**src/rtl/maxpool_pkg.sv**
```systemverilog
// Shared types for the 2x nearest-neighbour upsampler.
package maxpool_pkg;

  localparam int unsigned PIXEL_W = 8;

  typedef logic signed [PIXEL_W-1:0] pixel_t;

  typedef enum logic {
    FILL   = 1'b0,
    REPLAY = 1'b1
  } upsample_state_t;

endpackage

```
**src/rtl/upsample_row_buf.sv**
```systemverilog
// One-row pixel store: written while a row streams in, read back for the repeated row.
module upsample_row_buf
  import maxpool_pkg::*;
#(
  parameter int unsigned DEPTH  = 14,
  parameter int unsigned ADDR_W = 4
) (
  input  logic              clk,
  input  logic              wr_en,
  input  logic [ADDR_W-1:0] wr_addr,
  input  logic [7:0]        wr_data,
  input  logic [ADDR_W-1:0] rd_addr,
  output logic [7:0]        rd_data
);

  pixel_t mem [DEPTH];

  always_ff @(posedge clk) begin
    if (wr_en) begin
      mem[wr_addr] <= $signed(wr_data);
    end
  end

  // Combinational read; the top registers the result into its output stage.
  assign rd_data = mem[rd_addr];

endmodule

```
**src/rtl/maxpool_upsampler.sv**
```systemverilog
// Streaming 2x nearest-neighbour upsampler: each pixel emitted twice, each row emitted twice.
module maxpool_upsampler
  import maxpool_pkg::*;
#(
  parameter int unsigned IN_WIDTH  = 14,
  parameter int unsigned IN_HEIGHT = 14
) (
  input  logic       clk,
  input  logic       rst,
  input  logic       in_valid,
  output logic       in_ready,
  input  logic [7:0] pixel_in,
  output logic       out_valid,
  input  logic       out_ready,
  output logic [7:0] pixel_out,
  output logic       out_last_col,
  output logic       out_frame_end
);

  localparam int unsigned COL_W = (IN_WIDTH  > 1) ? $clog2(IN_WIDTH)  : 1;
  localparam int unsigned ROW_W = (IN_HEIGHT > 1) ? $clog2(IN_HEIGHT) : 1;
  localparam logic [COL_W-1:0] COL_LAST = COL_W'(IN_WIDTH - 1);
  localparam logic [ROW_W-1:0] ROW_LAST = ROW_W'(IN_HEIGHT - 1);

  upsample_state_t  state_q, state_d;
  logic [COL_W-1:0] col_q, col_d;
  logic [ROW_W-1:0] row_q, row_d;
  logic             dup_q, dup_d;
  logic             out_valid_q, out_valid_d;
  pixel_t           pixel_out_q, pixel_out_d;
  logic             last_col_q, last_col_d;
  logic             frame_end_q, frame_end_d;

  logic             slot_free_c;
  logic             in_xfer_c;
  logic             at_last_col_c;
  logic             buf_wr_en_c;
  logic [7:0]       buf_rd_data;

  upsample_row_buf #(
    .DEPTH  (IN_WIDTH),
    .ADDR_W (COL_W)
  ) u_row_buf (
    .clk     (clk),
    .wr_en   (buf_wr_en_c),
    .wr_addr (col_q),
    .wr_data (pixel_in),
    .rd_addr (col_q),
    .rd_data (buf_rd_data)
  );

  assign slot_free_c   = !out_valid_q || out_ready;
  assign in_ready      = (state_q == FILL) && !dup_q && slot_free_c;
  assign in_xfer_c     = in_valid && in_ready;
  assign at_last_col_c = (col_q == COL_LAST);

  // Next-state and output-stage logic; nothing moves while the output slot is stalled.
  always_comb begin
    state_d     = state_q;
    col_d       = col_q;
    row_d       = row_q;
    dup_d       = dup_q;
    out_valid_d = out_valid_q;
    pixel_out_d = pixel_out_q;
    last_col_d  = last_col_q;
    frame_end_d = frame_end_q;
    buf_wr_en_c = 1'b0;

    if (slot_free_c) begin
      case (state_q)
        FILL: begin
          if (dup_q) begin
            out_valid_d = 1'b1;
            dup_d       = 1'b0;
            last_col_d  = at_last_col_c;
            frame_end_d = 1'b0;
            if (at_last_col_c) begin
              col_d   = '0;
              state_d = REPLAY;
            end else begin
              col_d = col_q + COL_W'(1);
            end
          end else if (in_xfer_c) begin
            out_valid_d = 1'b1;
            pixel_out_d = $signed(pixel_in);
            buf_wr_en_c = 1'b1;
            dup_d       = 1'b1;
            last_col_d  = 1'b0;
            frame_end_d = 1'b0;
          end else begin
            out_valid_d = 1'b0;
            last_col_d  = 1'b0;
            frame_end_d = 1'b0;
          end
        end
        REPLAY: begin
          out_valid_d = 1'b1;
          pixel_out_d = $signed(buf_rd_data);
          if (!dup_q) begin
            dup_d       = 1'b1;
            last_col_d  = 1'b0;
            frame_end_d = 1'b0;
          end else begin
            dup_d       = 1'b0;
            last_col_d  = at_last_col_c;
            frame_end_d = at_last_col_c && (row_q == ROW_LAST);
            if (at_last_col_c) begin
              col_d   = '0;
              row_d   = (row_q == ROW_LAST) ? '0 : row_q + ROW_W'(1);
              state_d = FILL;
            end else begin
              col_d = col_q + COL_W'(1);
            end
          end
        end
        default: state_d = FILL;
      endcase
    end
  end

  always_ff @(posedge clk) begin
    if (rst) begin
      state_q     <= FILL;
      col_q       <= '0;
      row_q       <= '0;
      dup_q       <= 1'b0;
      out_valid_q <= 1'b0;
      pixel_out_q <= '0;
      last_col_q  <= 1'b0;
      frame_end_q <= 1'b0;
    end else begin
      state_q     <= state_d;
      col_q       <= col_d;
      row_q       <= row_d;
      dup_q       <= dup_d;
      out_valid_q <= out_valid_d;
      pixel_out_q <= pixel_out_d;
      last_col_q  <= last_col_d;
      frame_end_q <= frame_end_d;
    end
  end

  assign out_valid     = out_valid_q;
  assign pixel_out     = pixel_out_q;
  assign out_last_col  = last_col_q;
  assign out_frame_end = frame_end_q;

endmodule

```
**config.mk**
```make
export PLATFORM = sky130hd
export DESIGN_NAME = maxpool_upsampler
export DESIGN_NICKNAME = d
export VERILOG_FILES = /design/src/rtl/maxpool_pkg.sv /design/src/rtl/upsample_row_buf.sv /design/src/rtl/maxpool_upsampler.sv
export SDC_FILE = /design/constraint.sdc
export NUM_CORES = 1
export LEC_CHECK = 0
export CAP_MARGIN = 20
export CELL_PAD_IN_SITES_DETAIL_PLACEMENT = 1
export CELL_PAD_IN_SITES_GLOBAL_PLACEMENT = 1
export CORE_MARGIN = 2
export CORE_UTILIZATION = 42
export CTS_BUF_LIST = sky130_fd_sc_hd__clkbuf_16
export CTS_CLUSTER_DIAMETER = 150
export DETAILED_ROUTE_END_ITERATION = 12
export PLACE_DENSITY = 0.8
export RECOVER_POWER = 100
export SYNTH_ARGS = -nofsm -noshare
export SYNTH_HDL_FRONTEND = slang
export SYNTH_SLANG_ARGS = --single-unit
```
**constraint.sdc**
```tcl
create_clock -name clk -period 2.05 [get_ports clk]
set_input_delay 0.205 -clock clk [delete_from_list [all_inputs] [get_ports clk]]
set_output_delay 0.205 -clock clk [all_outputs]
set_load 0.03 [all_outputs]
```
## After elaboration in Yosys (flattened, before gate mapping)

Memory sizes are Yosys's and may differ from the RTL's. A register that Yosys moved wholly into a read port is not among the register bits.
Cells that the tools add are included.

- Bits of input ports: 12
- Latch bits: 0
- Output and inout port bits: 12
- Memory bits (writable): 112
- Register bits: 21
- Memories: 1
- Bits in read-only memories: 0
- Logic and storage cells: 52

Memories:

| name | depth | width | read ports | clocked after Yosys merged registers in | write ports | RTL line | source |
|---|---|---|---|---|---|---|---|
| u_row_buf.mem | 14 | 8 | 1 | 1 | 1 | upsample_row_buf.sv:16 | `pixel_t mem [DEPTH];` |

- Reduce and logical (&&, ||, !) cells: 10
- Mux-type cells: 26
- Equality and inequality tests: 4
- Add/subtract/negate cells: 2
- Bitwise operators: 1
- $mul: 0
- $lt $le $gt $ge: 0
- Shift operators: 0
- Divide/modulo/power cells: 0

Operators with widths:

| cell | number |
|---|---|
| $mux W4 | 5 |
| $mux W8 | 2 |
| $pmux W8 S2 | 1 |
| $mux W1 | 14 |
| $add A4 B1 Y4 const B | 2 |
| $eq A4 B4 Y1 const B | 2 |
| $pmux W1 S2 | 4 |
| $logic_and A1 B1 Y1 | 4 |
| $ne A2 B2 Y1 const B | 2 |
| $reduce_and A4 Y1 | 1 |
| $reduce_and A3 Y1 | 1 |
| $logic_not A1 Y1 | 2 |
| $reduce_and A2 Y1 | 1 |
| $logic_or A1 B1 Y1 | 1 |
| $not A1 Y1 | 1 |

## Longest topological paths before layout

Gate-level depths: netlist (run 1).

- Depth in word-level cells: 10
- Depth in mapped cells: 6
- Gate-level depth less buffers: 4

## Modules after synthesis

A second synthesis (run 1) with hierarchy kept.

- Cells, all modules: 302
- Area, all modules: 5385.2 µm²

By module, submodules not included:

| module | instances | seq. area each (µm²) | area each (µm²) | cells each |
|---|---|---|---|---|
| upsample_row_buf | 1 | 3363.2 | 4446.8 | 202 |
| maxpool_upsampler | 1 | 420.4 | 938.4 | 100 |

## Worst setup path after synthesis (run 1)

Ideal clock, no wire load.

- Path type: register to register
- Start point: register out_valid_q, in the netlist out_valid
- End point: memory u_row_buf.mem[12][0] (netlist bit), enable pin
- Period minus slack after synthesis: 2.359 ns
- Cell stages (with the launch flop): 4
- Arrival: 1.965 ns
- Path slack: -0.309 ns
- Path buffers: 0
- Setup time: 0.395 ns
- Data required time: 1.655 ns
- Cell sequence: dfxtp_1 -> nor2b_1 -> or4_4 -> nor4_1

- Word-level cells in the longest chain between the ends: 10

RTL lines:

| item | RTL line | source |
|---|---|---|
| from (decl) | maxpool_upsampler.sv:29 | `logic out_valid_q, out_valid_d;` |
| from (signal assigned) | maxpool_upsampler.sv:136 | `out_valid_q <= out_valid_d;` |
| $logic_not A1 Y1 * | maxpool_upsampler.sv:52 | `assign slot_free_c = !out_valid_q \|\| out_ready;` |
| $logic_or A1 B1 Y1 * | maxpool_upsampler.sv:52 |  |
| $logic_and A1 B1 Y1 | maxpool_upsampler.sv:53 | `assign in_ready = (state_q == FILL) && !dup_q && slot_free_c;` |
| $logic_and A1 B1 Y1 | maxpool_upsampler.sv:54 | `assign in_xfer_c = in_valid && in_ready;` |
| $mux W1 | maxpool_upsampler.sv:83 | `end else if (in_xfer_c) begin` |
| $mux W1 | maxpool_upsampler.sv:72 | `if (dup_q) begin` |
| $mux W1 | maxpool_upsampler.sv:70 | `case (state_q)` |
| $mux W1 * | maxpool_upsampler.sv:69 | `if (slot_free_c) begin` |
| $mux W1 * | upsample_row_buf.sv:19 | `if (wr_en) begin` |
| $mux W1 (not written as such) * | upsample_row_buf.sv:20 | `mem[wr_addr] <= $signed(wr_data);` |
| to (decl) | upsample_row_buf.sv:16 |  |

Mark *: on every way between the ends. The rest lies on a longest branch, timed or not.

## Final worst setup path (run 1)

- Start point: register out_valid_q, in the netlist out_valid
- End point: memory u_row_buf.mem[4][5] (netlist bit), enable pin

The elaborated chain is that of the path after synthesis.

==> results.toml, run 1 <==
[grt]
grt_overflow = 0
antenna_found_initial = 0
grt_pass1_wl_mm = 20.7
grt_max_degree = 25
grt_usage_pct = 20.9
grt_pass1_vias = 3296

[synthesis]
synthesis.nets = 326
synth_edf_count = 112
synth.area.top_cells = "edfxtp_1 62%, mux4_2 10%, dfxtp_1 9.2%"
yosysSeqAreaShare_pct = 71.4
syn_area_per_cell_sq_um = 17.2
synth_top_area_share_pct = 62.1
ys.flop_type = "edfxtp_1"
yosys_warnings = 0
ys_ff_latch = 137
yosysUniqueCellTypes = 45
post-synth-top-area-cell = "edfxtp_1"
netlist_instances = 314
synth_async_sr_flop_share_pct = 0
syn-cell-area_sq_mm = 0.00541

[sta]
relSlewSlack_pct = 56.0
clock_skew_ns = 0.0110
rsz0062_at_grt = "no"
fin_crit_ns = 2.03
fin_crit_sh_pct = 98.9
setup_viol = 0
max_slew.worst_pin.slew_ns = 0.656
slew_violations = 0
timing.fmax_mhz = 493
hold_violations = 0
holdWs_ns = 0.476

[worst_setup_path]
rr_startpoint = "out_valid"
reg2reg_slack_ns = 0.02
critPathMaxFanout = 8
cp_data_required_time_ns = 2.20
timing.rr.end = "u_row_buf.mem[4][5]"
r2r_cells = 5
crit_path_start = "out_valid"
end_kind = "flop"
criticalPathCategory = "reg -> reg"
critPathArrivalTime_ns = 2.17
start_kind = "flop"

[cts]
clk_latency_ns = 0.43
cts.path.max_buffers = 2
cts.repair.resized = 0
clk_pin_slew_ns = 0.06
htreeDepth = 4
cts_root_buf = "clkbuf_16"
numCtsBuffers = 17
cts_tree = "done"
clock-sinks = 137
cts_setup_buffers = 0
hold_buffers = 0

[floorplan]
dieArea_sq_mm = 0.0138
die_width_um = 118
placementRows = 41
core-area_sq_mm = 0.0126
die_h_um = 118
initial_core_util_pct = 42.9
io_pins = 24

[routing]
ant_nets = 0
drt_wl_total_mm = 13.3
via_per_inst = 5.54
routedWlPerCell_um = 23.8
drtPass1Iterations = 5
drc = 0
drtIter0Drc = 376
vias = 3086

[worst_hold_path]
min-delay-start = "out_last_col"
hold_class = "reg -> reg"
hold_depth = 2
min_to = "out_last_col"

[place]
placed_cell_area_sq_mm = 0.00611
io_buffers = 23
globalplace.congestion = 0.785
dpl.cell_count = 525
hpwl_mm = 9.02

[power_and_ir_drop]
powerDensity_mw_per_mm2 = 951
vdd_drop_max_mv = 0.604
p_leak_nw = 2.18

[job]
cap_viol_max_count = 0

[layout]
fin_cells = 557
layout-drive-gt1-share_pct = 24.9
final_nets = 384
diodes = 0
seqCellArea_sq_mm = 0.00386
fin_util_pct = 52.0
syn_to_final_growth_pct = 21.2
final_area_sq_mm = 0.00656
multi_input_area_sq_mm = 0.00144
fillCellCount = 1216

[run_status]
status = "completed"
==> final cells by class <==
class                      instances  area share [%]
inverter                           5           0.286
tap                              172            3.28
sequential                       137            58.9
timing repair buffer              58            7.43
clock buffer                      17            6.48
multi-input combinational        153            21.9
clock inverter                    15            1.73
==> worst max-delay path, stage by stage, from the launching register on <==
cell,delay (ns)
dfxtp_2,0.32
nor2b_4,0.12
or4_4,0.46
or3b_4,0.43
nor3_2,0.25
buf_12,0.16
==> flip-flops by register name, indices dropped and copies added (netlist names), named ones only <==
register       count
out_last_col       1
col_q              4
u_row_buf.mem    112
row_q              4
out_frame_end      1
dup_q              1
pixel_out          8
out_valid          1
state_q            1
==> power breakdown <==
group / internal (W) / switching, W / total [W] / leakage (nW)
Combinational: 0.000162 / 0.000237 / 0.000399 / 0.697
Clock: 0.00164 / 0.00113 / 0.00276 / 0.265
Sequential: 0.00305 / 0.0000258 / 0.00308 / 1.21
Total: 0.00485 / 0.00139 / 0.00624 / 2.18
==> layout by cell type, fill, tap and decap left out, types with 2 or more instances in the layout <==
cell type,netlist,layout
a211oi_1,2,2
a21oi_1,12,12
a22oi_1,3,3
a31oi_1,4,4
buf_12,0,2
buf_2,5,2
buf_4,4,8
bufbuf_8,0,2
clkbuf_1,6,10
clkbuf_16,0,17
clkbuf_2,1,3
clkbuf_4,0,9
clkdlybuf4s50_1,0,2
clkinv_1,1,2
clkinv_2,0,5
clkinvlp_4,0,4
dfxtp_1,25,24
dlygate4sd3_1,0,20
edfxtp_1,112,112
inv_1,4,6
mux2_1,8,11
mux2_2,8,5
mux2i_1,6,6
mux4_2,24,24
nand2_1,6,6
nand2b_1,4,4
nand3_1,5,5
nor2_1,23,20
nor2_2,0,3
nor3_1,7,7
nor3_2,3,3
nor4_1,6,6
o21a_1,2,2
o21ai_0,2,2
o21bai_1,3,3
o2bb2ai_1,5,5
or3_1,2,2
or3b_4,2,2
xor2_1,2,2
==> stage by stage <==
stage | total power [W] | setup TNS [ns] | worst slack [ns]
after floorplan | 0.00336 | -4.47 | -0.108
after global placement | 0.00354 | -23.30 | -0.288
after detailed placement | 0.00356 | -27.16 | -0.304
after CTS | 0.00633 | 0 | 0.0474
after global routing | 0.00643 | 0 | 0.00161
final | 0.00624 | 0 | 0.0224
==> layer usage <==
layer / track usage [%] / vias to the layer above / share of wire, %
met5: 0 / - / 0
li1: - / 1370 / -
met1: 27.0 / 1602 / 41
met3: 5.91 / 17 / 5.5
met2: 34.4 / 97 / 52
met4: 6.85 / 0 / 1.4
==> worst max-delay path by stage <==
stage | endpoint | slack (ns) | cells past startpoint
after floorplan | u_row_buf.mem[5][0] | -0.11 | 4
after global placement | u_row_buf.mem[4][3] | -0.29 | 6
after detailed placement | u_row_buf.mem[4][0] | -0.30 | 6
after CTS | u_row_buf.mem[5][3] | 0.05 | 5
after global routing | u_row_buf.mem[4][5] | 0.002 | 4
final | u_row_buf.mem[4][5] | 0.02 | 5
==> cell usage after synthesis (2+ instances only) <==
| cell | n |
|---|---|
| a21oi_1 | 12 |
| a211oi_1 | 2 |
| o2bb2ai_1 | 5 |
| o21a_1 | 2 |
| nand2_1 | 6 |
| mux4_2 | 24 |
| nor4_1 | 6 |
| buf_2 | 5 |
| mux2_1 | 8 |
| nor3_2 | 3 |
| nand3_1 | 5 |
| edfxtp_1 | 112 |
| nor3_1 | 7 |
| nor2b_1 | 2 |
| o21bai_1 | 3 |
| xor2_1 | 2 |
| o21ai_0 | 2 |
| or3b_4 | 2 |
| or3_1 | 2 |
| buf_4 | 4 |
| nor2_1 | 23 |
| a22oi_1 | 3 |
| nand2b_1 | 4 |
| a31oi_1 | 4 |
| clkbuf_1 | 6 |
| dfxtp_1 | 25 |
| buf_6 | 2 |
| mux2i_1 | 6 |
| mux2_2 | 8 |
| inv_1 | 4 |
==> logic make-up after synthesis <==
group                     share of synthesized area [%]
DFF                                                71.4
and+or+nand+nor                                    7.00
muxes                                              14.4
AOI/OAI and AO/OA                                  4.37
buffers and inverters                              2.36
xor gates and xnor gates                          0.485
Power figures use the tool's default switching activity.
==> run 2: changes to the inputs <==
- SLEW_MARGIN: not set -> 20
==> results of run 2 <==
The final DEF is identical to that of run 1; final timing and power are the same.
==> run 3: changes to the inputs <==
- HOLD_SLACK_MARGIN: not set -> 0.15
- MAX_ROUTING_LAYER: not set -> met4
- SYNTH_HIERARCHICAL: not set -> 1
==> run 3 against run 2 <==
Die area fell by 0.51%. Setup slack got worse by 0.020 ns. Combinational power rose by 23%. Largest cell class unchanged. Largest power group unchanged. Flip-flop and latch count fell by 4. Synthesized cell count fell by 3.8%. Sequential power fell by 3%. Sequential share of layout area fell by 2.1 points.
==> results.toml, run 3 <==
[synthesis]
synth_top_area_share_pct = 62.5
syn_area_per_cell_sq_um = 17.8
synth_edf_count = 112
syn-cell-area_sq_mm = 0.00539
yosysUniqueCellTypes = 39
synth_most_common_cell = "edfxtp_1"
synth_async_sr_flop_share_pct = 0
ys.flop_type = "edfxtp_1"
ys_top_cells_by_count = "112 x edfxtp_1, 25 x nor2_1, 23 x mux4_1, 21 x dfxtp_1, 18 x mux2i_1"
synthesis.nets = 314
synth.area.top_cells = "edfxtp_1 62%, mux4_1 11%, dfxtp_1 7.8%"
yosysSeqAreaShare_pct = 70.3
yosys_warnings = 6
ys_ff_latch = 133
post-synth-top-area-cell = "edfxtp_1"
netlist_instances = 302

[worst_setup_path]
criticalPathCategory = "reg -> reg"
critPathArrivalTime_ns = 2.34
end_kind = "flop"
cp_data_required_time_ns = 2.34
start_kind = "flop"
critPathMaxFanout = 12

[place]
dpl_worst_slack_ns = -0.103
dpl.cell_count = 521
globalplace.congestion = 0.785
io_buffers = 23
placed_cell_area_sq_mm = 0.00613
hpwl_mm = 8.61

[job]
cap_viol_max_count = 0

[sta]
setup_ws_ns = 0.00261
max_slew.worst_pin.slew_ns = 0.741
rsz0062_at_grt = "yes"
fin_setup_tns_ns = 0
hold_violations = 0
fin_crit_sh_pct = 99.9
clock_skew_ns = 0.0124
setup_viol = 0
slew_violations = 0
relSlewSlack_pct = 50.6
timing.fmax_mhz = 488
holdWs_ns = 0.482
fin_crit_ns = 2.05

[grt]
antenna_found_initial = 0
grt_max_degree = 38
grt_overflow = 0
grt_pass1_wl_mm = 20.4
grt_usage_pct = 22.3
grt_pass1_vias = 3280

[routing]
drtPass1Iterations = 4
drc = 0
routedWlPerCell_um = 24.3
vias = 3154
via_per_inst = 5.64
drtIter0Drc = 206
drt_wl_total_mm = 13.6
ant_nets = 0

[layout]
top_register = "u_row_buf/mem"
mostFrequentLayoutCell = "edfxtp_1"
diodes = 0
syn_to_final_growth_pct = 23.8
fin_cells = 559
final_area_sq_mm = 0.00667
final_cell_mix = "112 x edfxtp_1, 23 x nor2_1, 21 x mux4_1, 19 x dfxtp_1, 19 x dlygate4sd3_1"
layout-drive-gt1-share_pct = 22.7
largest_reg_flops = 112
final_nets = 386

[power_and_ir_drop]
p_leak_nw = 2.26
vdd_drop_max_mv = 0.575
powerDensity_mw_per_mm2 = 966

[worst_hold_path]
hold_class = "reg -> reg"

[floorplan]
io_pins = 24
core-area_sq_mm = 0.0126
dieArea_sq_mm = 0.0137
die_h_um = 117
die_width_um = 117
placementRows = 41
initial_core_util_pct = 42.8

[run_status]
status = "completed"

[cts]
clk_pin_slew_ns = 0.06
numCtsBuffers = 17
cts.path.max_buffers = 2
cts_tree = "done"
cts_root_buf = "clkbuf_16"
htreeDepth = 4
clk_latency_ns = 0.42
clock-sinks = 133
[run 3: worst max-delay path: stages, from the launching register on]
cell and delay, ns:
dfxtp_4 0.40, buf_12 0.16, clkbuf_4 0.14, mux4_1 0.56, o22ai_1 0.25, a21oi_1 0.07
mux2i_1 0.20, a211oi_1 0.12
[run 3: layout make-up]
type                    instances  area, sq um
fillers                      1155         5900
multi-input cells             149         1510
well taps                     172          215
clock inverters                15          148
flip-flops and latches        133         3790
repair buffers                 70          574
clock buffers                  17          425
inverters                       3         11.3
[run 3: worst paths after layout]
check	end	start	slack, ns	cells past startpoint
max	pixel_out[2]	col_q[0]	0.003	7
min	out_last_col	out_last_col	0.48	2
max reg2reg	pixel_out[2]	col_q[0]	0.003	7
min reg2reg	out_last_col	out_last_col	0.48	2
[run 3: where the power goes]
group	total [W]	switching (W)	internal [W]
Combinational	0.000490	0.000267	0.000223
Clock	0.00295	0.00108	0.00187
Sequential	0.00300	0.0000255	0.00297
[run 3: what timing repair did]
| item | in CTS | in global routing |
|---|---|---|
| setup endpoints to repair | 3 | 4 |
| gates cloned | 1 | 0 |
| pin swaps | 0 | 0 |
| gates resized for setup | 2 | 4 |
| hold buffers | 0 | 0 |
| setup buffers | 1 | 4 |
| endpoints found under the hold margin | 0 | 0 |
[run 3: cell families (layout without fill, tap and decap cells)]
kind of cell	count (synthesis)	in the layout	share of synthesized area [%]
flip-flops	133	133	70.3
AND/OR/NAND/NOR	56	56	5.30
multiplexers	50	50	16.7
AO/OA/AOI/OAI	41	41	5.20
buffers and inverters	20	105	2.25
XOR/XNOR	2	2	0.325
[run 3: layer usage]
| metal | up-vias | track usage (%) | wire [um] |
|---|---|---|---|
| li1 | 1375 | - | - |
| met1 | 1628 | 28.0 | 5600 |
| met2 | 123 | 34.7 | 6680 |
| met3 | 28 | 5.15 | 849 |
| met4 | 0 | 9.73 | 473 |
| met5 | - | - | 0 |
[run 3: metrics by stage]
stage                     power, W  util, %
final                      0.00644     53.1
after global placement     0.00351     48.8
after detailed placement   0.00353     48.8
after floorplan            0.00330        -
after global routing       0.00661     53.1
after CTS                  0.00648     53.7
